<file path="config.mk">
export PLATFORM = sky130hd
export DESIGN_NAME = masked_rand_source
export DESIGN_NICKNAME = d
export VERILOG_FILES = /design/src/rtl/masked_rand_source_pkg.sv /design/src/rtl/masked_rand_source_lfsr32_unrolled.sv /design/src/rtl/masked_rand_source.sv
export SDC_FILE = /design/constraint.sdc
export NUM_CORES = 1
export LEC_CHECK = 0
export BUFFER_PORTS_ARGS = -buffer_cell sky130_fd_sc_hd__buf_2
export CAP_MARGIN = 20
export CORE_MARGIN = 2
export CORE_UTILIZATION = 30
export CTS_CLUSTER_SIZE = 40
export DETAILED_ROUTE_END_ITERATION = 10
export MAX_ROUTING_LAYER = met4
export PLACE_DENSITY = 0.53
export SYNTH_ARGS = -nofsm -noshare
export SYNTH_HDL_FRONTEND = slang
export SYNTH_SLANG_ARGS = --single-unit
</file>
<file path="constraint.sdc">
create_clock -name in_clock -period 4 [get_ports in_clock]
set_input_delay 0.2 -clock in_clock [delete_from_list [all_inputs] [get_ports in_clock]]
set_output_delay 0.2 -clock in_clock [all_outputs]
set_load 0.03 [all_outputs]
</file>
<file path="src/rtl/masked_rand_source_pkg.sv">
// masked_rand_source_pkg
//   Shared definitions for the masked randomness source and its consumers.
//   Holds the pair-index helpers used by the HPC1 multiplier, the LFSR
//   geometry and taps, the reset-seed base, the FSM state type, and the
//   32-step LFSR advance function.
package masked_rand_source_pkg;

  localparam int unsigned LFSR_WIDTH = 32;

  // x^32 + x^22 + x^2 + x + 1 as a mask over state bits 31, 21, 1, 0.
  localparam logic [31:0] LFSR_TAPS = 32'h8020_0003;

  localparam logic [31:0] RESET_SEED_BASE = 32'hACE1_0000;

  // Stand-in for an all-zero seed word, which would lock the LFSR.
  localparam logic [31:0] ZERO_SEED_SUB = 32'h0000_0001;

  typedef enum logic [1:0] {
    ST_IDLE,
    ST_SEED,
    ST_WARMUP,
    ST_RUN
  } state_t;

  // Number of share pairs (i<j) for n shares.
  function automatic int unsigned num_quad(input int unsigned n);
    return (n * (n - 1)) / 2;
  endfunction

  // Row-major position of pair (i,j), i<j, among n shares.
  function automatic int unsigned qindex(input int unsigned n,
                                         input int unsigned i,
                                         input int unsigned j);
    return (i * n) - ((i * (i + 1)) / 2) + (j - i - 1);
  endfunction

  // State after 32 Fibonacci shifts; the feedback bit enters at bit 0.
  function automatic logic [31:0] lfsr_advance32(input logic [31:0] state);
    logic [31:0] s;
    s = state;
    for (int unsigned i = 0; i < LFSR_WIDTH; i++) begin
      s = {s[30:0], ^(s & LFSR_TAPS)};
    end
    return s;
  endfunction

endpackage

</file>
<file path="src/rtl/masked_rand_source_lfsr32_unrolled.sv">
// lfsr32_unrolled
//   One 32-bit Fibonacci LFSR register. Load has priority over advance;
//   a zero load word is replaced with ZERO_SEED_SUB. Each advance applies
//   32 single-bit steps, so the whole word is renewed.
//   Optional macro RAND_SOURCE_HEALTH_EN adds the health_fail flag.
// Ports:
//   clk, reset      clock, synchronous active-high reset (loads RESET_VALUE)
//   load, load_value seed load
//   advance         step the register by 32 bits
//   value           low OUT_W bits of the state
//   check           (health) enable the repetition comparison this cycle
//   health_fail     (health) state is zero, or a checked advance repeats
module lfsr32_unrolled
  import masked_rand_source_pkg::*;
#(
  parameter logic [31:0] RESET_VALUE  = RESET_SEED_BASE,
  parameter int unsigned OUT_W        = 32,
  parameter bit          CHECK_REPEAT = 1'b0
) (
  input  logic             clk,
  input  logic             reset,
  input  logic             load,
  input  logic [31:0]      load_value,
  input  logic             advance,
  output logic [OUT_W-1:0] value
`ifdef RAND_SOURCE_HEALTH_EN
  ,
  input  logic             check,
  output logic             health_fail
`endif
);

  logic [31:0] state;
  logic [31:0] state_next;

  assign state_next = lfsr_advance32(state);

  always_ff @(posedge clk) begin
    if (reset) begin
      state <= RESET_VALUE;
    end else if (load) begin
      state <= (load_value == '0) ? ZERO_SEED_SUB : load_value;
    end else if (advance) begin
      state <= state_next;
    end
  end

  assign value = state[OUT_W-1:0];

`ifdef RAND_SOURCE_HEALTH_EN
  assign health_fail = (state == '0) ||
                       (CHECK_REPEAT && check && advance && (state_next == state));
`endif

endmodule

</file>
<file path="src/rtl/masked_rand_source.sv">
// masked_rand_source
//   Fresh-randomness generator for the masked HPC1 multipliers. A bank of
//   NUM_LFSR 32-bit LFSRs is seeded word by word, warmed up for
//   WARMUP_CYCLES advances, then advanced once per in_enable in RUN.
//   {out_p, out_r} is the low OUT_BITS of {lfsr[NUM_LFSR-1], ..., lfsr[0]}.
//   Optional macro RAND_SOURCE_HEALTH_EN enables the sticky health check.
// Ports:
//   in_clock, in_reset           clock, synchronous active-high reset
//   in_seed, in_seed_valid,
//   out_seed_ready               seed word handshake (SEED state only)
//   in_reseed                    drop back to SEED, word index 0
//   in_enable                    advance in RUN
//   out_r, out_p                 refresh and pair randomness
//   out_valid                    outputs are seeded and fresh
//   out_error                    sticky health failure (0 without the macro)
module masked_rand_source
  import masked_rand_source_pkg::*;
#(
  parameter int unsigned NUM_SHARES    = 2,
  parameter int unsigned BIT_WIDTH     = 1,
  parameter int unsigned WARMUP_CYCLES = 4
) (
  input  logic                                       in_clock,
  input  logic                                       in_reset,
  input  logic [31:0]                                in_seed,
  input  logic                                       in_seed_valid,
  output logic                                       out_seed_ready,
  input  logic                                       in_reseed,
  input  logic                                       in_enable,
  output logic [NUM_SHARES*BIT_WIDTH-1:0]            out_r,
  output logic [num_quad(NUM_SHARES)*BIT_WIDTH-1:0]  out_p,
  output logic                                       out_valid,
  output logic                                       out_error
);

  localparam int unsigned NUM_QUAD = num_quad(NUM_SHARES);
  localparam int unsigned OUT_BITS = (NUM_SHARES + NUM_QUAD) * BIT_WIDTH;
  localparam int unsigned NUM_LFSR = (OUT_BITS + LFSR_WIDTH - 1) / LFSR_WIDTH;
  localparam int unsigned KW       = (NUM_LFSR > 1) ? $clog2(NUM_LFSR) : 1;
  localparam int unsigned WW       = (WARMUP_CYCLES > 1) ? $clog2(WARMUP_CYCLES) : 1;
  localparam logic [KW-1:0] LAST_K = KW'(NUM_LFSR - 1);
  localparam logic [WW-1:0] LAST_W = WW'(WARMUP_CYCLES - 1);

  state_t        state, state_n;
  logic [KW-1:0] seed_idx, seed_idx_n;
  logic [WW-1:0] warm_cnt, warm_cnt_n;
  logic          accept;
  logic          advance;
  logic [OUT_BITS-1:0] flat;

  // Reseed outranks both a same-cycle accept and any advance, so the
  // current vector is left untouched when the consumer asks for a reseed.
  assign accept  = (state == ST_SEED) && in_seed_valid && !in_reseed;
  assign advance = !in_reseed &&
                   ((state == ST_WARMUP) || ((state == ST_RUN) && in_enable));

  always_ff @(posedge in_clock) begin
    if (in_reset) begin
      state    <= ST_IDLE;
      seed_idx <= '0;
      warm_cnt <= '0;
    end else begin
      state    <= state_n;
      seed_idx <= seed_idx_n;
      warm_cnt <= warm_cnt_n;
    end
  end

  always_comb begin
    state_n    = state;
    seed_idx_n = seed_idx;
    warm_cnt_n = warm_cnt;
    case (state)
      ST_IDLE: begin
        state_n    = ST_SEED;
        seed_idx_n = '0;
      end
      ST_SEED: begin
        if (accept) begin
          if (seed_idx == LAST_K) begin
            state_n    = ST_WARMUP;
            seed_idx_n = '0;
            warm_cnt_n = '0;
          end else begin
            seed_idx_n = seed_idx + KW'(1);
          end
        end
      end
      ST_WARMUP: begin
        if (warm_cnt == LAST_W) begin
          state_n = ST_RUN;
        end else begin
          warm_cnt_n = warm_cnt + WW'(1);
        end
      end
      ST_RUN: begin
      end
      default: state_n = ST_IDLE;
    endcase
    if (in_reseed && (state != ST_IDLE)) begin
      state_n    = ST_SEED;
      seed_idx_n = '0;
    end
  end

`ifdef RAND_SOURCE_HEALTH_EN
  logic [NUM_LFSR-1:0] health_fail;
`endif

  for (genvar k = 0; k < NUM_LFSR; k++) begin : g_lfsr
    localparam int unsigned LO = k * LFSR_WIDTH;
    localparam int unsigned OW = ((OUT_BITS - LO) > LFSR_WIDTH) ? LFSR_WIDTH : (OUT_BITS - LO);

    lfsr32_unrolled #(
      .RESET_VALUE (RESET_SEED_BASE + 32'(k)),
      .OUT_W       (OW),
      .CHECK_REPEAT(k == 0)
    ) u_lfsr (
      .clk        (in_clock),
      .reset      (in_reset),
      .load       (accept && (seed_idx == KW'(k))),
      .load_value (in_seed),
      .advance    (advance),
      .value      (flat[LO +: OW])
`ifdef RAND_SOURCE_HEALTH_EN
      ,
      .check      (state == ST_RUN),
      .health_fail(health_fail[k])
`endif
    );
  end

  assign {out_p, out_r} = flat;
  assign out_seed_ready = (state == ST_SEED);

`ifdef RAND_SOURCE_HEALTH_EN
  logic error;

  always_ff @(posedge in_clock) begin
    if (in_reset) begin
      error <= 1'b0;
    end else if (|health_fail) begin
      error <= 1'b1;
    end
  end

  assign out_error = error;
  assign out_valid = (state == ST_RUN) && !error;
`else
  assign out_error = 1'b0;
  assign out_valid = (state == ST_RUN);
`endif

endmodule

</file>
Yosys cells after proc, flatten, opt, wreduce, memory -nomap -nowiden:

Index checks and enable logic that the tools add are counted.
W data, S select, Z words.

* flip-flop bits (word level): 37
* bits of input ports: 37
* output and inout bits: 6
* word-level logic and storage cells: 87

* $add $sub $neg: 2
* equal/unequal tests: 11
* muxes and demuxes: 15
* bitwise operators: 1
* reduce and logical (&&, ||, !) cells: 53

Operators with widths (number)
* $reduce_xor A32 Y1: 32
* $mux W32: 3
* $logic_not A32 Y1: 1
* $mux W2: 6
* $reduce_and A4 Y1: 3
* $reduce_bool A2 Y1: 4
* $eq A2 B2 Y1 const B: 3
* $logic_and A1 B1 Y1: 6
* $ne A3 B1 Y1 const B: 2
* $pmux W2 S3: 1
* $ne A2 B1 Y1 const B: 2
* $ne A2 B2 Y1 const B: 2
* $pmux W2 S2: 1
* $reduce_bool A4 Y1: 1
* $mux W1: 3
* $ne A3 B2 Y1 const B: 1
* $reduce_bool A3 Y1: 1
* $add A2 B1 Y2 const B: 1
* $eq A2 B1 Y1 const B: 1
* $logic_not A2 Y1: 1
* $pmux W1 S2: 1
* $reduce_and A2 Y1: 1
* $reduce_or A2 Y1: 1
* $add A1 B1 Y1 const B: 1
* 3 further kinds: 3

Depth between registers and ports, before layout:

* depth in word-level cells: 34
* depth in mapped cells: 11

By module:

Synthesis repeated with hierarchy kept, for this count alone.

* cell total of the unflattened synthesis: 343
* area, all modules: 3153.0 um^2

Modules (own cells, without submodules)
* lfsr32_unrolled: instances 1, cells an instance 306, area an instance 2806.4 um^2
* masked_rand_source: instances 1, cells an instance 37, area an instance 346.6 um^2

Least setup slack after synthesis:

No wires, ideal clock.

* path kind: register to register
* start point: reg g_lfsr[0].u_lfsr.state[19]
* end point: reg g_lfsr[0].u_lfsr.state[21]
* arrival: 2586 ps
* slack: 1292 ps
* stages on the path, launching flop included: 9
* path through: dfxtp_1 xnor3_2 xnor3_2 xnor2_4 xor2_1 xnor2_1 xnor2_1 or3_1 o311a_1

* cells in the longest elaborated chain, start to end: 11

Ends and longest elaborated chain
* from (decl): RTL line masked_rand_source_lfsr32_unrolled.sv:33 `logic [31:0] state;`
* from (signal assigned): RTL line masked_rand_source_lfsr32_unrolled.sv:42 `state <= (load_value == '0) ? ZERO_SEED_SUB : load_value;`
* from (signal assigned): RTL line masked_rand_source_lfsr32_unrolled.sv:44 `state <= state_next;`
* $reduce_xor A32 Y1 *: RTL line masked_rand_source_pkg.sv:42 `s = {s[30:0], ^(s & LFSR_TAPS)};`
* $reduce_xor A32 Y1 (7 in series): RTL line masked_rand_source_pkg.sv:42
* $reduce_xor A32 Y1 *: RTL line masked_rand_source_pkg.sv:42
* $mux W32 *: RTL line masked_rand_source_lfsr32_unrolled.sv:43 `end else if (advance) begin`
* $mux W32 *: RTL line masked_rand_source_lfsr32_unrolled.sv:41 `end else if (load) begin`

Every way passes the cells marked *; elsewhere a longest branch is shown, timed or not. The select of a mux whose other input is x is not followed.
A chain may end at the register's enable or synchronous reset.

Worst setup path after layout:

* start point: reg g_lfsr[0].u_lfsr.state[1]
* end point: reg g_lfsr[0].u_lfsr.state[21]

* cells in the longest elaborated chain, start to end: 13

Ends and longest elaborated chain (RTL line)
* $reduce_xor A32 Y1 *: masked_rand_source_pkg.sv:42
* $reduce_xor A32 Y1 (9 in series): masked_rand_source_pkg.sv:42
* $reduce_xor A32 Y1 *: masked_rand_source_pkg.sv:42
* $mux W32 *: masked_rand_source_lfsr32_unrolled.sv:43
* $mux W32 *: masked_rand_source_lfsr32_unrolled.sv:41

Marks and branches as above.

==> summary.txt <==
Outcome
  – Outcome: finished clean

Setup path
  – R2R depth: 8
  – Largest stage delay on the critical path: 660 ps
  – Worst R2R End: g_lfsr[0].u_lfsr.state[21]
  – CP dominant cell by count: xnor2_1
  – Cell type of the slowest stage on the worst timing path: xnor2_1
  – Timing startpoint of the critical path: g_lfsr[0].u_lfsr.state[1]
  – Worst reg2reg path startpoint: g_lfsr[0].u_lfsr.state[1]
  – Signal arrival time at the worst endpoint: 3390 ps
  – Max FO, Critical Path: 6
  – Sequence of cells on the critical path: xnor2_1 > xnor2_1 > xnor3_1 > xor2_1 > xnor2_1 > xnor2_1 > or3_1 > o311a_1
  – Critical Path End Type: register
  – Required time worst endpoint: 4180 ps
  – Kind of cell adding the most delay to the critical path: XOR/XNOR gates
  – Worst R2R Setup Slack: 800 ps
  – Buf+Inv Stages, Crit Path: 0
  – Sort of element at the start of the critical path: register
  – Kind of critical path: reg -> reg

Logic synthesis
  – Area share of the leading cell type in the synthesized netlist: 23.6%
  – Cell type with the largest total area after synthesis: dfxtp_1
  – Gate Count Post-Synth: 345
  – Register area share after synthesis: 23.6%
  – Proportion of register bits with asynchronous set or reset after synthesis: 0%
  – Number of storage elements in the synthesis netlist: 36
  – Average instance area after synthesis: 8.84 um^2
  – Nets in the synthesized netlist: 388
  – Leading post-synthesis cells by cell area: dfxtp_1, xnor2_1, xnor3_1
  – Netlist cell types: 37
  – Number of enable-type register cells in the synthesized netlist: 0
  – Cell Area, Synth: 3050 um^2
  – Synthesis Warnings: 0
  – Most common cell in the netlist: xnor2_1
  – Commonest cells in the netlist: xnor2_1, nor2_1, dfxtp_1
  – Most common flop cell mapped by yosys: dfxtp_1

CTS
  – Post-CTS repair timing setup buffer count: 0
  – Clk Latency, worst-skew pair: 300 ps
  – Maximum buffer depth of the clock tree: 2
  – Cell at the root of the clock tree: clkbuf_8
  – Number of clock buffers inserted by TritonCTS: 5
  – Clock tree from TritonCTS: done
  – Deepest level of the CTS H-tree: 2
  – Number of sinks handled by clock tree synthesis: 36
  – Number of resized instances in the post-cts repair step: 0
  – Clock transition at the registers of the reported paths: 80 ps
  – Total of hold buffers inserted after clock tree synthesis: 0

Global routing
  – Global-route wire length before repair: 14,300 um
  – GR Overflow Total: 0
  – GRT Util Overall: 17.4%
  – Met1 Use GR: 24.3%
  – Number of global-route vias before repair: 2,578
  – Maximum number of pins on one net before global-route repair: 31
  – Fraction of met3 tracks used by global routing: 2.81%
  – Busiest grt layer: met2
  – Global Route met2 Usage: 26.1%
  – Antenna violations before repair: 0

Route
  – Total number of vias: 2,520
  – WL final: 8800 um
  – Number of DRC violations after detailed-routing iteration 0: 118
  – Vias per Instance: 4.91
  – Remaining antenna violation count after routing: 0
  – DRC errors left: 0
  – WL per Instance: 17.2 um
  – First-pass DRT Iterations: 6

Floorplan
  – Die Width: 105 um
  – Total number of placement rows: 36
  – Chip Height: 105 um
  – Number of top-level design ports: 43
  – Floorplan core area: 9820 um^2
  – DIE AREA: 11,000 um^2
  – Initial Utilization: 31.1%

Timing
  – Unrepaired setup endpoints after global routing: false
  – Final setup margin: 796 ps
  – Final period utilization: 80.1%
  – Worst max-slew margin expressed relative to the limit: 51.4%
  – Total negative slack: 0 ps
  – Final-report max-slew violation count: 0
  – Final setup violating endpoints: 0
  – Actual slew at the worst max-slew pin: 724 ps
  – Max Clk Rate: 312 MHz
  – Final Skew: 6.99 ps
  – Clock period minus worst slack: 3200 ps
  – Endpoints failing hold: 0

Placed design
  – GPL Wtd Cong: 0.866
  – Worst slack at placement: 853 ps
  – Port buffer count: 41
  – Post-detail-place hpwl: 6660 um

Final layout
  – Number of inserted diodes: 0
  – Total of fill cells in the finished design: 1,062
  – Share of cells above drive strength 1: 17.4%
  – Total Nets Final: 422
  – Area growth from synthesis to layout: 14.9%

Worst hold path
  – Hold Path Stages: 2
  – Terminating pin of the worst hold path: g_lfsr[0].u_lfsr.state[23]
  – Type of the tightest min-delay check: in -> reg
  – Worst hold path startpoint: in_seed[23]

Flow run
  – Max cap viols: 0
[worst max path at each step]
stage                                 endpoint  slack (ps)  depth (start not counted)
CTS                 g_lfsr[0].u_lfsr.state[21]         830                          8
floorplan           g_lfsr[0].u_lfsr.state[21]        1290                          8
global route        g_lfsr[0].u_lfsr.state[12]         650                          7
global placement     g_lfsr[0].u_lfsr.state[0]         880                          8
detailed placement  g_lfsr[0].u_lfsr.state[21]         850                          8
finish              g_lfsr[0].u_lfsr.state[21]         800                          8
[cell type report]
class	count	area (um^2)	area share [%]
clock buffer	7	96.3	2.75
tap	133	166	4.75
inverter	4	15.0	0.429
multi-input combinational	286	2230	63.7
timing repair buffer	46	243	6.93
clock inverter	1	30.0	0.857
sequential	36	721	20.6
[state kept, by name, indices dropped and copies added, names as in the netlist]
signal	cells
g_lfsr.u_lfsr.state	32
state	2
warm_cnt	2
[worst reg2reg max path, cell delays in order, from the launching register on]
cell     delay (ps)
dfxtp_1         560
xnor2_1         260
xnor2_1         660
xnor3_1         430
xor2_1          350
xnor2_1         220
xnor2_1         130
or3_1           360
o311a_1         110
[placed cells by master, fill, tap and decap left out, types with 6 or more instances in the layout]
cell type | Yosys | routed
ha_1 | 6 | 6
buf_2 | 2 | 41
nor2_1 | 39 | 38
xnor3_1 | 12 | 12
nand2_1 | 31 | 31
xor2_1 | 19 | 19
clkbuf_8 | 0 | 7
nor3_1 | 10 | 10
nor4_1 | 8 | 8
a211oi_1 | 6 | 6
a221oi_1 | 7 | 7
dfxtp_1 | 36 | 36
xnor2_1 | 69 | 69
a21oi_1 | 19 | 19
o21ai_0 | 18 | 18
[routing by layer]
metal	routed length, um	share of wire, %
met1	4550	52
met4	117	1.3
met3	347	3.9
met5	0	0
met2	3790	43
[logic make-up after synthesis]
group / Yosys count / share of synthesized area, %
adder cells (fa/ha/maj): 6 / 2.46
buffers and inverters: 23 / 3.28
AND/OR/NAND/NOR: 102 / 14.6
XOR/XNOR: 111 / 42.0
flip-flops: 36 / 23.6
AO/OA/AOI/OAI: 65 / 13.5
multiplexers: 1 / 0.369
other: 1 / 0.123
[per-stage QoR]
step                utilization (%)  instances  area [um^2]  hold slack, ps
detailed placement             34.4        505         3380             423
finish                         35.7        513         3500             117
CTS                            35.7        513         3500             110
floorplan                         -        345         3050             318
global route                   35.7        513         3500             118
global placement               34.4        505         3380             419
Power is left out: the tool's default activity adds up to more than one toggle a clock period on the data nets, which glitch-free logic cannot reach.
